## src/rtl/sha3_pkg.sv

```systemverilog
// Definitions shared by the SHA3 padder/absorber path and the digest transmitter.
package sha3_pkg;

  localparam int LANE_W   = 64;
  localparam int TX_LANES = 8;
  localparam int KEEP_W   = LANE_W / 8;

  // 224-bit digests end half-way through lane 3, so only its low four bytes are valid.
  localparam logic [KEEP_W-1:0] KEEP_224_LAST = 8'h0F;

  typedef logic [0:4][0:4][LANE_W-1:0] state_t;

  typedef enum logic [1:0] {
    MODE_224 = 2'd0,
    MODE_256 = 2'd1,
    MODE_384 = 2'd2,
    MODE_512 = 2'd3
  } sha3_mode_e;

  function automatic logic [3:0] digest_beats(input sha3_mode_e m);
    case (m)
      MODE_384: return 4'd6;
      MODE_512: return 4'd8;
      default:  return 4'd4;
    endcase
  endfunction

endpackage

```

## src/rtl/sha3_digest_tx_if.sv

```systemverilog
// AXI4-Stream digest channel between the SHA3 transmitter and its consumer.
interface sha3_digest_tx_if;
  import sha3_pkg::*;

  logic [LANE_W-1:0] M_TDATA;
  logic [KEEP_W-1:0] M_TKEEP;
  logic [1:0]        M_TUSER;
  logic              M_TLAST;
  logic              M_TVALID;
  logic              M_TREADY;

  modport master (
    output M_TDATA, M_TKEEP, M_TUSER, M_TLAST, M_TVALID,
    input  M_TREADY
  );

  modport slave (
    input  M_TDATA, M_TKEEP, M_TUSER, M_TLAST, M_TVALID,
    output M_TREADY
  );

endinterface

```

## src/rtl/sha3_digest_tx.sv

```systemverilog
// Captures the final Keccak state, truncates it to the selected digest and
// streams it out as 64-bit AXI4-Stream beats with TLAST/TKEEP framing.
module sha3_digest_tx
  import sha3_pkg::*;
(
  input  logic              ACLK,
  input  logic              ARESETn,
  input  state_t            state_in,
  input  logic [1:0]        mode,
  input  logic              state_valid,
  output logic              state_ready,
  sha3_digest_tx_if.master  m_axis
);

  typedef enum logic {ST_IDLE, ST_SEND} tx_state_e;

  tx_state_e                        r_state, w_state_nxt;
  logic [TX_LANES-1:0][LANE_W-1:0]  r_buf;
  sha3_mode_e                       r_mode, w_mode_sel;
  logic [2:0]                       r_cnt, w_cnt_nxt;
  logic                             w_capture;
  logic [3:0]                       w_n_sel;

  logic              r_ready, r_tvalid, r_tlast;
  logic [LANE_W-1:0] r_tdata, w_data_nxt;
  logic [KEEP_W-1:0] r_tkeep, w_keep_nxt;
  logic [1:0]        r_tuser;
  logic              w_last_nxt;
  logic              w_unused_state;

  // Only lanes 0..7 ever leave the block; the rest of the state is dropped.
  assign w_unused_state = ^state_in;

  always_ff @(posedge ACLK or negedge ARESETn) begin
    if (!ARESETn) begin
      r_state <= ST_IDLE;
      r_cnt   <= 3'd0;
    end else begin
      r_state <= w_state_nxt;
      r_cnt   <= w_cnt_nxt;
    end
  end

  always_comb begin
    w_state_nxt = r_state;
    w_cnt_nxt   = r_cnt;
    w_capture   = 1'b0;
    case (r_state)
      ST_IDLE: begin
        if (state_valid && r_ready) begin
          w_capture   = 1'b1;
          w_state_nxt = ST_SEND;
          w_cnt_nxt   = 3'd0;
        end
      end
      ST_SEND: begin
        if (r_tvalid && m_axis.M_TREADY) begin
          if ({1'b0, r_cnt} == digest_beats(r_mode) - 4'd1) begin
            w_state_nxt = ST_IDLE;
          end else begin
            w_cnt_nxt = r_cnt + 3'd1;
          end
        end
      end
      default: w_state_nxt = ST_IDLE;
    endcase

    // Next beat is precomputed so every output can leave straight from a flop.
    w_mode_sel = w_capture ? sha3_mode_e'(mode) : r_mode;
    w_n_sel    = digest_beats(w_mode_sel);
    w_data_nxt = w_capture ? state_in[0][0] : r_buf[w_cnt_nxt];
    w_last_nxt = (w_state_nxt == ST_SEND) && ({1'b0, w_cnt_nxt} == w_n_sel - 4'd1);
    w_keep_nxt = (w_mode_sel == MODE_224 && w_cnt_nxt == 3'd3) ? KEEP_224_LAST : 8'hFF;
  end

  always_ff @(posedge ACLK or negedge ARESETn) begin
    if (!ARESETn) begin
      r_buf  <= '0;
      r_mode <= MODE_224;
    end else if (w_capture) begin
      r_mode   <= sha3_mode_e'(mode);
      r_buf[0] <= state_in[0][0];
      r_buf[1] <= state_in[1][0];
      r_buf[2] <= state_in[2][0];
      r_buf[3] <= state_in[3][0];
      r_buf[4] <= state_in[4][0];
      r_buf[5] <= state_in[0][1];
      r_buf[6] <= state_in[1][1];
      r_buf[7] <= state_in[2][1];
    end
  end

  always_ff @(posedge ACLK or negedge ARESETn) begin
    if (!ARESETn) begin
      r_ready  <= 1'b0;
      r_tvalid <= 1'b0;
      r_tlast  <= 1'b0;
      r_tdata  <= '0;
      r_tkeep  <= '0;
      r_tuser  <= 2'd0;
    end else begin
      r_ready  <= (w_state_nxt == ST_IDLE);
      r_tvalid <= (w_state_nxt == ST_SEND);
      r_tlast  <= w_last_nxt;
      r_tdata  <= w_data_nxt;
      r_tkeep  <= w_keep_nxt;
      r_tuser  <= w_mode_sel;
    end
  end

  assign state_ready     = r_ready;
  assign m_axis.M_TVALID = r_tvalid;
  assign m_axis.M_TLAST  = r_tlast;
  assign m_axis.M_TDATA  = r_tdata;
  assign m_axis.M_TKEEP  = r_tkeep;
  assign m_axis.M_TUSER  = r_tuser;

endmodule
```

## src/flat_wrapper.sv

```systemverilog
// flat-port wrapper written by rule: the top's interface ports become plain ports
module sha3_digest_tx_flat import sha3_pkg::*;
  (ACLK, ARESETn, state_in, mode, state_valid, state_ready, m_axis_M_TDATA, m_axis_M_TKEEP, m_axis_M_TUSER, m_axis_M_TLAST, m_axis_M_TVALID, m_axis_M_TREADY);
  sha3_digest_tx_if m_axis_i ();
  input  logic ACLK;
  input  logic ARESETn;
  input  state_t state_in;
  input  logic [1:0] mode;
  input  logic state_valid;
  output logic state_ready;
  output wire logic [$bits(m_axis_i.M_TDATA)-1:0] m_axis_M_TDATA;
  output wire logic [$bits(m_axis_i.M_TKEEP)-1:0] m_axis_M_TKEEP;
  output wire logic [$bits(m_axis_i.M_TUSER)-1:0] m_axis_M_TUSER;
  output wire logic [$bits(m_axis_i.M_TLAST)-1:0] m_axis_M_TLAST;
  output wire logic [$bits(m_axis_i.M_TVALID)-1:0] m_axis_M_TVALID;
  input wire logic [$bits(m_axis_i.M_TREADY)-1:0] m_axis_M_TREADY;
  assign m_axis_M_TDATA = m_axis_i.M_TDATA;
  assign m_axis_M_TKEEP = m_axis_i.M_TKEEP;
  assign m_axis_M_TUSER = m_axis_i.M_TUSER;
  assign m_axis_M_TLAST = m_axis_i.M_TLAST;
  assign m_axis_M_TVALID = m_axis_i.M_TVALID;
  assign m_axis_i.M_TREADY = m_axis_M_TREADY;
  sha3_digest_tx u_core (.ACLK(ACLK), .ARESETn(ARESETn), .state_in(state_in), .mode(mode), .state_valid(state_valid), .state_ready(state_ready), .m_axis(m_axis_i));
endmodule
```

## config.mk

```make
export PLATFORM = sky130hd
export DESIGN_NAME = sha3_digest_tx_flat
export DESIGN_NICKNAME = d
export VERILOG_FILES = /design/src/rtl/sha3_pkg.sv /design/src/rtl/sha3_digest_tx_if.sv /design/src/rtl/sha3_digest_tx.sv /design/src/flat_wrapper.sv
export SDC_FILE = /design/constraint.sdc
export NUM_CORES = 1
export LEC_CHECK = 0
export ABC_CLOCK_PERIOD_IN_PS = 3000
export CORE_AREA = 4 4 646 648
export CTS_BUF_LIST = sky130_fd_sc_hd__clkbuf_4 sky130_fd_sc_hd__clkbuf_8
export CTS_CLUSTER_DIAMETER = 40
export DETAILED_ROUTE_END_ITERATION = 12
export DIE_AREA = 0 0 650 652
export DONT_BUFFER_PORTS = 1
export HOLD_SLACK_MARGIN = 0.15
export SLEW_MARGIN = 40
export SYNTH_ARGS = -nofsm -noshare
export SYNTH_HDL_FRONTEND = slang
export SYNTH_SLANG_ARGS = --single-unit
```

## constraint.sdc

```tcl
create_clock -name ACLK -period 3 [get_ports ACLK]
set_clock_uncertainty 0.2 [all_clocks]
set_input_delay 0.6 -clock ACLK [delete_from_list [all_inputs] [get_ports ACLK]]
set_output_delay 0.6 -clock ACLK [all_outputs]
set_load 0.01 [all_outputs]
```

==> flow_metrics.tcl <==
set metrics [dict create \
    grt_use_total_pct 7.665 \
    rsz0062_at_grt "true" \
    fin_crit_ns 2.895 \
    critical_path_class "flop to flop" \
    cts_root_buffer "clkbuf_8" \
    critPathLaunchType "flop" \
    finalHoldViolations 0 \
    dp_cells 8593 \
    yosysMostFrequentCell "nand2_1" \
    grt_overflow_total 0 \
    io_buffers 0 \
    nets 5455 \
    synth_commonest_cells "nand2_1, dfrtp_1, nand3_1" \
    drc_errors 0 \
    layout.cells.non_filler 9468 \
    ys_async_sr_fraction_pct 100.0 \
    clock_latency_ns 0.83 \
    worst_pin_slew_ns 0.7344 \
    arrival_ns 3.38 \
    drive_gt1_share_pct 8.897 \
    reg2reg_to "u_core.m_axis.M_TDATA[39]$_DFF_PN0_" \
    crit_top_cell "buf_12" \
    peakVddDrop_v 0.0007825 \
    numCtsBuffers 113 \
    outcome "completed" \
    slew_headroom_pct 51.04 \
    whs_ns 0.2712 \
    holdPathEnd "u_core.r_buf[268]$_DFFE_PN0N_" \
    vias 26400 \
    place_ws_ns 0.06657 \
    initial_utilization_pct 6.315 \
    ys_seq_area_share_pct 56.37 \
    synthTopCellsByArea "dfrtp_1, nand2_1, nand3_1" \
    synth_seq_cells 586 \
    core_area_um2 411900 \
    syn_area_um2 26010 \
    cts.path.max_buffers 3 \
    synth.avg_cell_area_um2 8.096 \
    critPathBufInv 3 \
    setup_violations 0 \
    die_y_um 652 \
    first_pass_iters 8 \
    power_density_nw_per_um2 1010 \
    yosys_most_used_dff "dfrtp_1" \
    path_cells "ha_1 > and2_1 > o2111a_1 > a311oi_4 > buf_12 > inv_6 > buf_12 > a32oi_1 > a32o_1" \
    grt_pass1_wl_um 225500 \
    drv_slew 0 \
    tns_ns 0 \
    crit_required_ns 3.49 \
    final.setup.worst_slack_ns 0.1054 \
    io_pins 1683 \
    crit_path_max_incr_delay_ns 0.47 \
    rows 236 \
    yosysTopAreaCellShare_pct 56.37 \
    min_path_type "flop to flop" \
    regToRegSetupSlack_ns 0.11 \
    syn_to_final_growth_pct 63.13 \
    hold_depth 2 \
    grt_antenna_before_repair 170 \
    crit_fanout 20 \
    grt_pass1_vias 26730 \
    die_w_um 650 \
    end_kind "flop" \
    htree_levels 3 \
    p_leak_uw 0.01774 \
    reg2regPathDepth 9 \
    cts.clk_slew.worst_paths_ns 0.06 \
    drt-vias-per-instance 2.788 \
    fillCellCount 47290 \
    hpwlAfterDp_um 131200 \
    cpMaxStageDelayCell "dfrtp_2" \
    yosys_warnings 0 \
    gp_congestion 0.8235 \
    min-delay-start "u_core.r_buf[268]$_DFFE_PN0N_" \
    wire_per_inst_um 17.77 \
    die_area_um2 423800 \
    drt-total-wl_um 168200 \
    numClockSinks 586 \
    grt_max_degree 135 \
    cts_tree "yes" \
    synth_edf_count 0 \
    fmax_mhz 345.5 \
    antenna_left 0 \
    yosysUniqueCellTypes 36 \
    r2r-start "u_core.r_cnt[1]$_DFF_PN0_" \
    drtIter0Drc 2430 \
    yosys.area.top_type "dfrtp_1" \
    synth_nets 4820 \
    syn_inst 3213 \
    period_share_pct 96.49 \
    cp_top_family "compound AO/OA/AOI/OAI gates" \
    max_cap_viol_count 0 \
]
## through the flow
step / utilization, % / cell area (um2) / power, uW
after floorplan: - / 26010 / 23800
after global placement: 8.093 / 33340 / 32110
after detailed placement: 8.119 / 33450 / 32420
after CTS: 10.24 / 42190 / 43080
after global routing: 10.28 / 42360 / 45760
final: 10.30 / 42430 / 42860
## power by group
group / internal (uW) / switching, uW
Clock: 5320 / 3950
Sequential: 11600 / 3060
Combinational: 7010 / 11900
Total: 24000 / 18900
## layer usage
layer | global-route usage, % | wire, um
met5 | 0 | 434
met4 | 3.121 | 8218
met3 | 2.052 | 12450
met2 | 13.15 | 81390
met1 | 9.000 | 65730
## area by class of cell
| cell class | instances | area [um2] | share of cell area, % |
|---|---|---|---|
| diodes | 60 | 150.1 | 0.3538 |
| inverters | 3 | 23.77 | 0.05602 |
| flip-flops and latches | 586 | 14670 | 34.56 |
| clock inverters | 43 | 591.8 | 1.395 |
| well taps | 5474 | 6849 | 16.14 |
| repair buffers | 739 | 7725 | 18.20 |
| clock buffers | 158 | 1974 | 4.653 |
| multi-input cells | 2405 | 10450 | 24.64 |
## registers in the layout (all words and copies together) (netlist names)
register / cells
u_core.r_buf: 512
u_core.m_axis.M_TDATA: 64
u_core.r_cnt: 3
u_core.m_axis.M_TKEEP: 2
u_core.r_mode: 2
u_core.m_axis.M_TLAST: 1
u_core.r_state: 1
u_core.state_ready: 1
## tightest hold or removal path, stage by stage, from the launching register on
cell and delay (ns):
dfrtp_1 0.34, nand2_1 0.05, nand2_1 0.05
## cells in the final DEF (no fill, tap or decap), drive strengths merged
cell	count
conb	1
o21ai	65
a32oi	64
xnor2	1
bufinv	12
o2111a	1
a311oi	1
o211ai	1
o2bb2ai	1
nand4bb	1
clkbuf	159
nor3	1
nand3	132
ha	1
a21o	1
and2	1
dfrtp	586
nor3b	64
or2	1
o2111ai	1
clkinvlp	3
clkinv	21
nand2	1925
inv	10
nand2b	2
a211oi	1
mux2i	1
mux2	2
a32o	64
o22ai	1
dlygate4sd3	609
buf	129
nor2	67
xor2	2
diode	60
and3b	1
a22oi	1
## logic make-up after synthesis
family	synth area share (%)
compound gates	6.267
xor+xnor	0.1299
fa+ha+maj	0.04809
buf+inv	3.704
flops	56.37
mux	0.1395
other cells	0.01442
simple gates	33.32
## worst max-delay path by stage
stage / startpoint / endpoint / slack (ns) / cells past startpoint
2_1_floorplan: state_valid / u_core.r_buf[176]$_DFFE_PN0N_ / 0.68 / 8
3_3_place_gp: u_core.r_cnt[1]$_DFF_PN0_ / u_core.m_axis.M_TDATA[2]$_DFF_PN0_ / 0.07 / 9
3_5_place_dp: u_core.r_cnt[1]$_DFF_PN0_ / u_core.m_axis.M_TDATA[2]$_DFF_PN0_ / 0.07 / 9
4_1_cts: u_core.r_cnt[1]$_DFF_PN0_ / u_core.m_axis.M_TDATA[2]$_DFF_PN0_ / 0.02 / 9
5_1_grt: u_core.r_cnt[1]$_DFF_PN0_ / u_core.m_axis.M_TDATA[19]$_DFF_PN0_ / -0.003 / 10
6_report: u_core.r_cnt[1]$_DFF_PN0_ / u_core.m_axis.M_TDATA[39]$_DFF_PN0_ / 0.11 / 9
## repair_timing
action                                 CTS  global route
buffers inserted                         0             1
endpoints found under the hold margin  933             0
setup endpoints to repair                0           173
hold buffers                           612             0
gates resized for setup                  0             9
(Power assumes the default switching activity.)
